`src/rtl/tqvp_stevej_wdt_escalator.sv`:
```
// Watchdog escalator: turns a watchdog expiry into a bark interrupt with a grace
// period, then a fixed-length active-low reset pulse if the bark is not acknowledged.
module tqvp_stevej_wdt_escalator #(
  parameter int unsigned PULSE_CYCLES = 64,
  parameter int unsigned CNT_W        = 8
) (
  input  logic        clk,
  input  logic        rst_n,
  input  logic        wdt_expired,
  input  logic [5:0]  address,
  input  logic [31:0] data_in,
  input  logic [1:0]  data_write_n,
  input  logic [1:0]  data_read_n,
  output logic [31:0] data_out,
  output logic        data_ready,
  output logic        user_interrupt,
  output logic        sys_reset_n,
  output logic [7:0]  uo_out
);

  localparam int unsigned PW = $clog2(PULSE_CYCLES) + 1;

  localparam logic [5:0] ADDR_CTRL   = 6'h00;
  localparam logic [5:0] ADDR_GRACE  = 6'h04;
  localparam logic [5:0] ADDR_ACK    = 6'h08;
  localparam logic [5:0] ADDR_STATUS = 6'h0C;
  localparam logic [5:0] ADDR_CLRCNT = 6'h10;

  typedef enum logic [1:0] {
    IDLE    = 2'd0,
    BARK    = 2'd1,
    BITE    = 2'd2,
    HOLDOFF = 2'd3
  } state_t;

  state_t            state, state_n;
  logic              enable, lock;
  logic [31:0]       grace, grace_cnt;
  logic [PW-1:0]     pulse_cnt;
  logic [CNT_W-1:0]  bite_count;

  logic              wr_en, ack;
  logic [31:0]       wr_mask;
  logic              unused_rd;

  assign wr_en      = (data_write_n != 2'b11);
  assign ack        = wr_en && (address == ADDR_ACK);
  assign data_ready = 1'b1;
  assign unused_rd  = &{1'b0, data_read_n};

  // Byte lanes touched by a write of the given width.
  always_comb begin
    wr_mask = 32'hFFFF_FFFF;
    case (data_write_n)
      2'b00:   wr_mask = 32'h0000_00FF;
      2'b01:   wr_mask = 32'h0000_FFFF;
      default: wr_mask = 32'hFFFF_FFFF;
    endcase
  end

  // Escalation next-state; BARK exits are prioritised ack, disable, then grace expiry.
  always_comb begin
    state_n = state;
    case (state)
      IDLE:    if (enable && wdt_expired) state_n = BARK;
      BARK: begin
        if (ack || !enable)          state_n = IDLE;
        else if (grace_cnt == 32'd0) state_n = BITE;
      end
      BITE:    if (pulse_cnt == '0) state_n = HOLDOFF;
      HOLDOFF: if (!wdt_expired) state_n = IDLE;
      default: state_n = IDLE;
    endcase
  end

  always_ff @(posedge clk) begin
    if (!rst_n) begin
      state          <= IDLE;
      enable         <= 1'b0;
      lock           <= 1'b0;
      grace          <= 32'd0;
      grace_cnt      <= 32'd0;
      pulse_cnt      <= '0;
      bite_count     <= '0;
      user_interrupt <= 1'b0;
      sys_reset_n    <= 1'b1;
      uo_out         <= 8'b1000_0000;
    end else begin
      state          <= state_n;
      user_interrupt <= (state_n == BARK);
      sys_reset_n    <= (state_n != BITE);
      uo_out         <= {state_n != BITE, state_n == BARK, state_n, 4'b0000};

      case (state)
        IDLE: if (state_n == BARK) grace_cnt <= grace;
        BARK: begin
          if (state_n == BITE) begin
            pulse_cnt <= PW'(PULSE_CYCLES - 1);
            if (bite_count != '1) bite_count <= bite_count + CNT_W'(1);
          end else if (state_n == BARK) begin
            grace_cnt <= grace_cnt - 32'd1;
          end
        end
        BITE: if (pulse_cnt != '0) pulse_cnt <= pulse_cnt - PW'(1);
        default: ;
      endcase

      // Configuration writes; a counter clear overrides a same-cycle bite increment.
      if (wr_en && !lock) begin
        if (address == ADDR_CTRL) begin
          enable <= data_in[0];
          lock   <= data_in[1];
        end
        if (address == ADDR_GRACE) grace <= (grace & ~wr_mask) | (data_in & wr_mask);
        if (address == ADDR_CLRCNT && data_in[0]) bite_count <= '0;
      end
    end
  end

  // Register read mux.
  always_comb begin
    data_out = 32'd0;
    case (address)
      ADDR_CTRL:   data_out = {30'd0, lock, enable};
      ADDR_GRACE:  data_out = grace;
      ADDR_STATUS: data_out = {16'd0, 8'(bite_count), 5'd0, wdt_expired, state};
      default:     data_out = 32'd0;
    endcase
  end

endmodule

```
`config.mk`:
```
export PLATFORM = sky130hd
export DESIGN_NAME = tqvp_stevej_wdt_escalator
export DESIGN_NICKNAME = d
export VERILOG_FILES = /design/src/rtl/tqvp_stevej_wdt_escalator.sv
export SDC_FILE = /design/constraint.sdc
export NUM_CORES = 1
export LEC_CHECK = 0
export CAP_MARGIN = 25
export CORE_MARGIN = 3
export CORE_UTILIZATION = 23
export CTS_CLUSTER_DIAMETER = 40
export DETAILED_ROUTE_END_ITERATION = 16
export PLACE_DENSITY_LB_ADDON = 0.08
export SYNTH_ARGS = -nofsm -noshare
export SYNTH_HDL_FRONTEND = slang
export SYNTH_SLANG_ARGS = --single-unit
export TNS_END_PERCENT = 100
```
`constraint.sdc`:
```
create_clock -name clk -period 5.85 [get_ports clk]
set_input_delay 1.17 -clock clk [delete_from_list [all_inputs] [get_ports clk]]
set_output_delay 1.17 -clock clk [all_outputs]
set_load 0.02 [all_outputs]
```
## Word level (Yosys, flattened, before mapping)

Index checks and enable logic that the tools add are counted.

- Flip-flop bits (word level): 93
- Bits of input ports: 45
- Output and inout bits: 43
- Logic and storage cells: 75

- $add $sub $neg: 3
- Equality and inequality tests: 18
- Muxes and demuxes: 20
- Bitwise gates (word level): 4
- Reductions and logical operators: 19

Operator list:

| operator | count |
|---|---|
| one-hot mux 32 bit (2 select lines) | 2 |
| two-way mux 32 bit | 3 |
| one-hot mux 32 bit (3 select lines) | 1 |
| bitwise AND 32 bit | 2 |
| two-way mux 8 bit | 5 |
| logical NOT 32 bit | 1 |
| NOT 32 bit | 1 |
| OR 32 bit | 1 |
| subtractor 32 x 1 -> 32 bit (second input constant) | 1 |
| two-way mux 7 bit | 2 |
| != test 2 bit (second input constant) | 7 |
| one-hot mux 7 bit (2 select lines) | 1 |
| == test 6 x 4 -> 1 bit (second input constant) | 2 |
| two-way mux 2 bit | 5 |
| adder 8 x 1 -> 8 bit (second input constant) | 1 |
| != test 8 bit (second input constant) | 1 |
| one-hot mux 2 bit (4 select lines) | 1 |
| logical NOT 7 bit | 1 |
| nonzero test 7 bit | 1 |
| subtractor 7 x 1 -> 7 bit (second input constant) | 1 |
| == test 2 x 1 -> 1 bit (second input constant) | 3 |
| == test 2 bit (second input constant) | 3 |
| == test 6 x 3 -> 1 bit (second input constant) | 1 |
| == test 6 x 5 -> 1 bit (second input constant) | 1 |
| 9 further kinds | 16 |

## Longest topological paths before layout

Gate-level depths: netlist (run 1).

- Depth in word-level cells: 10
- Mapped depth: 11
- Gate-level depth less buffers: 8

## Worst setup path before layout (run 1)

Ideal clock, no wire load.

- Path kind: in2out
- From: in address[1]
- To: out data_out[19]
- Data arrival time: 2598 ps
- Required time: 4680 ps
- Slack: 2082 ps
- Cell stages on the path: 5
- Buffers on the path: 2
- Cells stage by stage: or4_1 -> clkbuf_1 -> nor2_2 -> clkbuf_1 -> and2_1

- Cells in the longest elaborated chain, start to end: 2
- Elaborated cells on any way between the ends: 4
- Those cells by class: 2 x eq/ne; 1 x mux; 1 x reduce/logical

Ends and longest elaborated chain:

| element | line | RTL |
|---|---|---|
| start, declared | 10 | `input logic [5:0] address,` |
| == test 6 x 4 -> 1 bit, or another cell as far along | 123 | `case (address)` |
| one-hot mux 32 bit (3 select lines) (*) | 123 |  |
| end, declared | 14 | `output logic [31:0] data_out,` |

Every way passes the cells marked *; elsewhere a longest branch is shown, timed or not.

## Final worst setup path (run 1)

- From: in address[1]
- To: out data_out[21]

The elaborated chain is that of the path after synthesis.

==> out/metrics.cfg, run 1 <==
[status]
status=completed

[hold_path]
min-delay-start=pulse_cnt[6]
min-delay-path-class=flop to flop

[sta]
period_minus_slack_ps=4670
grt_setup_unrepaired=false
slew_headroom_pct=33.6
min_period_over_period_pct=79.8
fin_tns_setup_ps=0
max_slew.worst_pin.slew_ps=987
worst_slack_ps=1180
setup_viol=0
finalClockSkew_ps=6.82
fmax_mhz=214
drv_slew=0
hold_viol=0

[layout]
drive_above_1_share_pct=7.86
nets=723
syn_to_final_growth_pct=27.6
diodes=0
final_area_sq_mm=0.00633
seq_area_sq_mm=0.00170
fillers=2285
stdcell_count=949
multiInputGateArea_sq_mm=0.00299

[floorplanning]
core_area_sq_mm=0.0211
rows=53
die_h_um=153
start_util_pct=23.5
die_area_sq_mm=0.0234
ios=88
die_w_um=153

[global_routing]
track_usage_pct=14.8
grt_pass1_vias=4715
antenna_found_initial=0
overflow=0
grt_max_degree=61
grt_first_pass_wirelength_um=27600

[clock_tree]
post_cts_resized=0
clock_sinks=85
post_cts_buffers=0
numCtsBuffers=9
worstSkewPairLatency_ps=350
cts_tree=yes
hold_buffers=0
htreeDepth=3
cts.clk_slew.worst_paths_ps=60
cts-root-buf=clkbuf_16
clockBufferDepth=2

[worst_setup_path]
cp-startpoint=address[1]
end_kind=output pin
timing.rr.start=uo_out[4]
critical_path.cell_chain=clkdlybuf4s50_1 > or4_1 > nor2_2 > buf_4 > and2_1 > clkdlybuf4s50_1
crit_type=input port to output pin
critPathMaxFanout=28
worst-endpoint-required_ps=4680
crit_buf_inv=3
worstPathArrival_ps=3500
worst_setup_path_start_kind=input port
cp_top_family=buffers and inverters
critical_path.most_common_cell=clkdlybuf4s50_1
slowest_stage=or4_1
max_stage_delay_ps=660

[synth]
yosysTopAreaCellShare_pct=34.3
synthCells=608
yosysMostFrequentCell=dfxtp_1
async_reset_ff_share_pct=0
yosys_register_bits=85
synthTopCellsByCount=dfxtp_1, nor2_1, a21oi_1
synth.distinct_cells=74
synthFlopType=dfxtp_1
ys_warn_count=0
syn_area_sq_mm=0.00496
synth_edf_count=0
avgSynthCellArea_sq_um=8.15
ys_seq_area_share_pct=34.3
synth_top_cell_by_area=dfxtp_1
synth_area_leaders=dfxtp_1, mux2i_1, nor2_1

[power_and_ir_drop]
p_leak_nw=2.29
peakVddDrop_mv=0.130
powerDensity_mw_per_mm2=286

[detailed_routing]
wirelength_um=17400
via_per_inst=5.14
ant_nets=0
vias=4876
drc_errors=0
drt_iter0_drc=392
wl_per_cell_um=18.3
drt_first_pass_iters=5

[placed_design]
io_buffer_count=80
place_area_sq_mm=0.00599
globalplace.congestion=0.773
dp_hpwl_um=12200
placed_cells=934
place_ws_ps=1170

[job]
drv_cap=0

worst paths after layout:
kind	end	slack (ps)	cells past startpoint
max	data_out[21]	1180	6
min	pulse_cnt[6]	440	2
max reg2reg	grace_cnt[28]	2540	9
min reg2reg	pulse_cnt[6]	440	2
worst reg2reg max path: cells and delay by family, from the launching register on:
kind,cells,cell delay (ps)
simple gates,3,1170
flops,1,400
buf+inv,2,440
compound gates,3,900
fa+ha+maj,1,360
routing by layer:
layer | GRT usage, % | share of wire [%] | vias up
met5 | 0 | 0 | -
met1 | 19.0 | 45 | 2363
met2 | 25.5 | 50 | 118
li1 | - | - | 2378
met4 | 4.07 | 0.98 | 0
met3 | 2.92 | 4.4 | 17
final cells by class:
| cell class | instances | area share, % |
|---|---|---|
| Multi-Input combinational cell | 465 | 47.2 |
| Clock buffer | 9 | 3.56 |
| Timing Repair Buffer | 92 | 14.1 |
| Sequential cell | 85 | 26.9 |
| Inverter | 17 | 1.01 |
| Tap cell | 275 | 5.44 |
| Clock inverter | 6 | 1.76 |
per-stage QoR:
| stage | hold WS [ps] | util [%] | power, mW |
|---|---|---|---|
| after global placement | 430 | 28.3 | 1.14 |
| after global routing | 447 | 30.0 | 1.90 |
| after floorplan | 412 | - | 0.990 |
| after detailed placement | 428 | 28.4 | 1.15 |
| final | 438 | 30.0 | 1.81 |
| after CTS | 438 | 30.0 | 1.83 |
cells by family after synthesis:
group | Yosys count | share of synthesized area, %
simple gates | 242 | 25.1
other cells | 2 | 0.151
xor+xnor | 1 | 0.177
flops | 85 | 34.3
fa+ha+maj | 8 | 2.02
mux | 39 | 7.90
buf+inv | 61 | 5.68
compound gates | 170 | 24.7
placed cells by master (no fill, tap or decap), types with 5 or more instances in the layout:
cell / netlist / final
o311ai_0: 14 / 14
o21ai_0: 18 / 17
nand2b_1: 7 / 7
clkbuf_16: 0 / 9
nor2_1: 78 / 78
and3_1: 6 / 6
dfxtp_1: 85 / 85
o31ai_1: 15 / 15
conb_1: 2 / 5
or4_1: 8 / 8
a211oi_1: 5 / 5
nand3_1: 22 / 22
mux2i_1: 38 / 38
o21a_1: 6 / 6
a21oi_1: 47 / 47
a31oi_1: 6 / 6
and2_1: 20 / 20
inv_1: 15 / 15
nand2_1: 40 / 40
nor3_1: 19 / 19
a22oi_1: 9 / 9
ha_1: 8 / 8
nor4_1: 5 / 5
nor2b_1: 5 / 5
a311oi_1: 7 / 7
nand4_1: 6 / 6
clkdlybuf4s50_1: 0 / 80
buf_4: 8 / 11
report_power, final:
| group | switching (mW) | total, mW | internal (mW) |
|---|---|---|---|
| Sequential | 0.0256 | 0.628 | 0.602 |
| Clock | 0.254 | 0.670 | 0.416 |
| Combinational | 0.333 | 0.512 | 0.179 |
| Total | 0.612 | 1.81 | 1.20 |
(Power assumes the default switching activity.)
==> run 2, diff against run 1 <==
==> constraint.sdc (replaced) <==
create_clock -name clk -period 3.8 [get_ports clk]
set_input_delay 0.76 -clock clk [delete_from_list [all_inputs] [get_ports clk]]
set_output_delay 0.76 -clock clk [all_outputs]
set_load 0.02 [all_outputs]
==> run 2 against run 1 <==
Effect of this change: combinational power is 59% higher; highest routed layer unchanged; global-route usage about the same; largest power group is now sequential cells; via count up 0.59%; critical path depth stayed put; critical path type unchanged.
==> out/metrics.cfg, run 2 (synthesized netlist as in run 1, its figures left out) <==
[status]
status=completed

[power_and_ir_drop]
p_clk_share_pct=35.1
report.power.total_mw=2.74
switching_power_mw=0.942
powerDensity_mw_per_mm2=425
p_seq_share_pct=35.2
p_int_mw=1.80
p_leak_nw=2.37
peakVddDrop_mv=0.222
p_sw_share_pct=34.3
combPwrFrac_pct=29.7

[global_routing]
grt_max_degree=37
overflow=0
grt_first_pass_wirelength_um=27900
antenna_found_initial=0
track_usage_pct=14.9
grt_pass1_vias=5017

[worst_setup_path]
worst_setup_path_start_kind=input port
worstPathArrival_ps=2940
critPathMaxFanout=28
critical_path.cell_chain=clkdlybuf4s50_1 > or4_1 > nor2_2 > buf_12 > and2_1 > clkdlybuf4s50_1
critical_path.most_common_cell=clkdlybuf4s50_1
worst-endpoint-required_ps=3040
max_stage_delay_ps=610
end_kind=output pin
slowest_stage=clkdlybuf4s50_1
crit_type=input port to output pin

[detailed_routing]
wirelength_um=17400
drt_first_pass_iters=7
ant_nets=0
wl_per_cell_um=18.0
drt_iter0_drc=374
drc_errors=0
via_per_inst=5.07
vias=4905

[sta]
max_slew.worst_pin.slew_ps=664
hold_slack_ps=447
setup_viol=0
drv_slew=0
min_period_over_period_pct=97.4
fmax_mhz=270
period_minus_slack_ps=3700
hold_viol=0
finalClockSkew_ps=10.2
fin_tns_setup_ps=0
slew_headroom_pct=55.6
grt_setup_unrepaired=false

[layout]
final_cell_mix=dfxtp_1, clkdlybuf4s50_1, nor2_1, a21oi_1, nand2_1
diodes=0
drive_above_1_share_pct=10.5
fillers=2253
nets=742
final_common_cell=dfxtp_1
final_area_sq_mm=0.00646
final_util_pct=30.6
syn_to_final_growth_pct=30.3

[placed_design]
globalplace.congestion=0.845
place_area_sq_mm=0.00614
dp_hpwl_um=12800
io_buffer_count=80

[floorplanning]
die_h_um=153
core_area_sq_mm=0.0211
start_util_pct=23.5
ios=88
rows=53
die_w_um=153
die_area_sq_mm=0.0234

[clock_tree]
cts.clk_slew.worst_paths_ps=70
post_cts_buffers=0
worstSkewPairLatency_ps=350
clock_sinks=85
cts-root-buf=clkbuf_16
htreeDepth=3
clockBufferDepth=2
numCtsBuffers=9
cts_tree=yes

[hold_path]
min-delay-path-class=flop to flop

[job]
drv_cap=0

-- run 2: final cells by class --
cell class / count / area, sq um / area share, %
Tap cell: 275 / 344 / 5.33
Inverter: 17 / 63.8 / 0.988
Timing Repair Buffer: 111 / 1040 / 16.2
Clock buffer: 9 / 225 / 3.49
Multi-Input combinational cell: 465 / 2990 / 46.3
Sequential cell: 85 / 1700 / 26.4
Clock inverter: 6 / 87.6 / 1.36
-- run 2: critical path, delay by kind of cell --
kind                   cells  cell delay, ps
buffers and inverters      3            1240
AND/OR/NAND/NOR            3             930
-- run 2: metrics by stage --
step           worst slack (ps)  std cells
2_1_floorplan               852        611
3_3_place_gp                118        952
3_5_place_dp                107        953
4_1_cts                     101        968
5_1_grt                    17.6        968
6_report                   99.9        968
-- run 2: routing by layer --
metal | global-route usage (%) | routed length (um) | share of wire, %
met1 | 18.6 | 7850 | 45
met2 | 25.9 | 8690 | 50
met3 | 2.75 | 505 | 2.9
met4 | 4.84 | 368 | 2.1
met5 | 0 | 0 | 0
-- run 2: power by group through the flow --
stage	logic (mW)	clock network [mW]	registers, mW
3_5_place_dp	0.808	0	0.986
3_3_place_gp	0.807	0	0.985
5_1_grt	0.897	1.03	0.973
6_report	0.814	0.963	0.967
2_1_floorplan	0.546	0	0.978
4_1_cts	0.812	1.00	0.966
-- run 2: repair_timing --
| action | in CTS | in global routing |
|---|---|---|
| resized for setup | 0 | 1 |
| hold buffers | 0 | 0 |
| endpoints found under the setup margin | 0 | 1 |
-- run 2: path summary, 6_finish.rpt --
| kind | start | endpoint | slack, ps | depth (start not counted) |
|---|---|---|---|---|
| max | address[1] | data_out[5] | 100 | 6 |
| min | pulse_cnt[6] | pulse_cnt[6] | 450 | 2 |
| max reg2reg | grace_cnt[18] | grace_cnt[11] | 660 | 6 |
| min reg2reg | pulse_cnt[6] | pulse_cnt[6] | 450 | 2 |
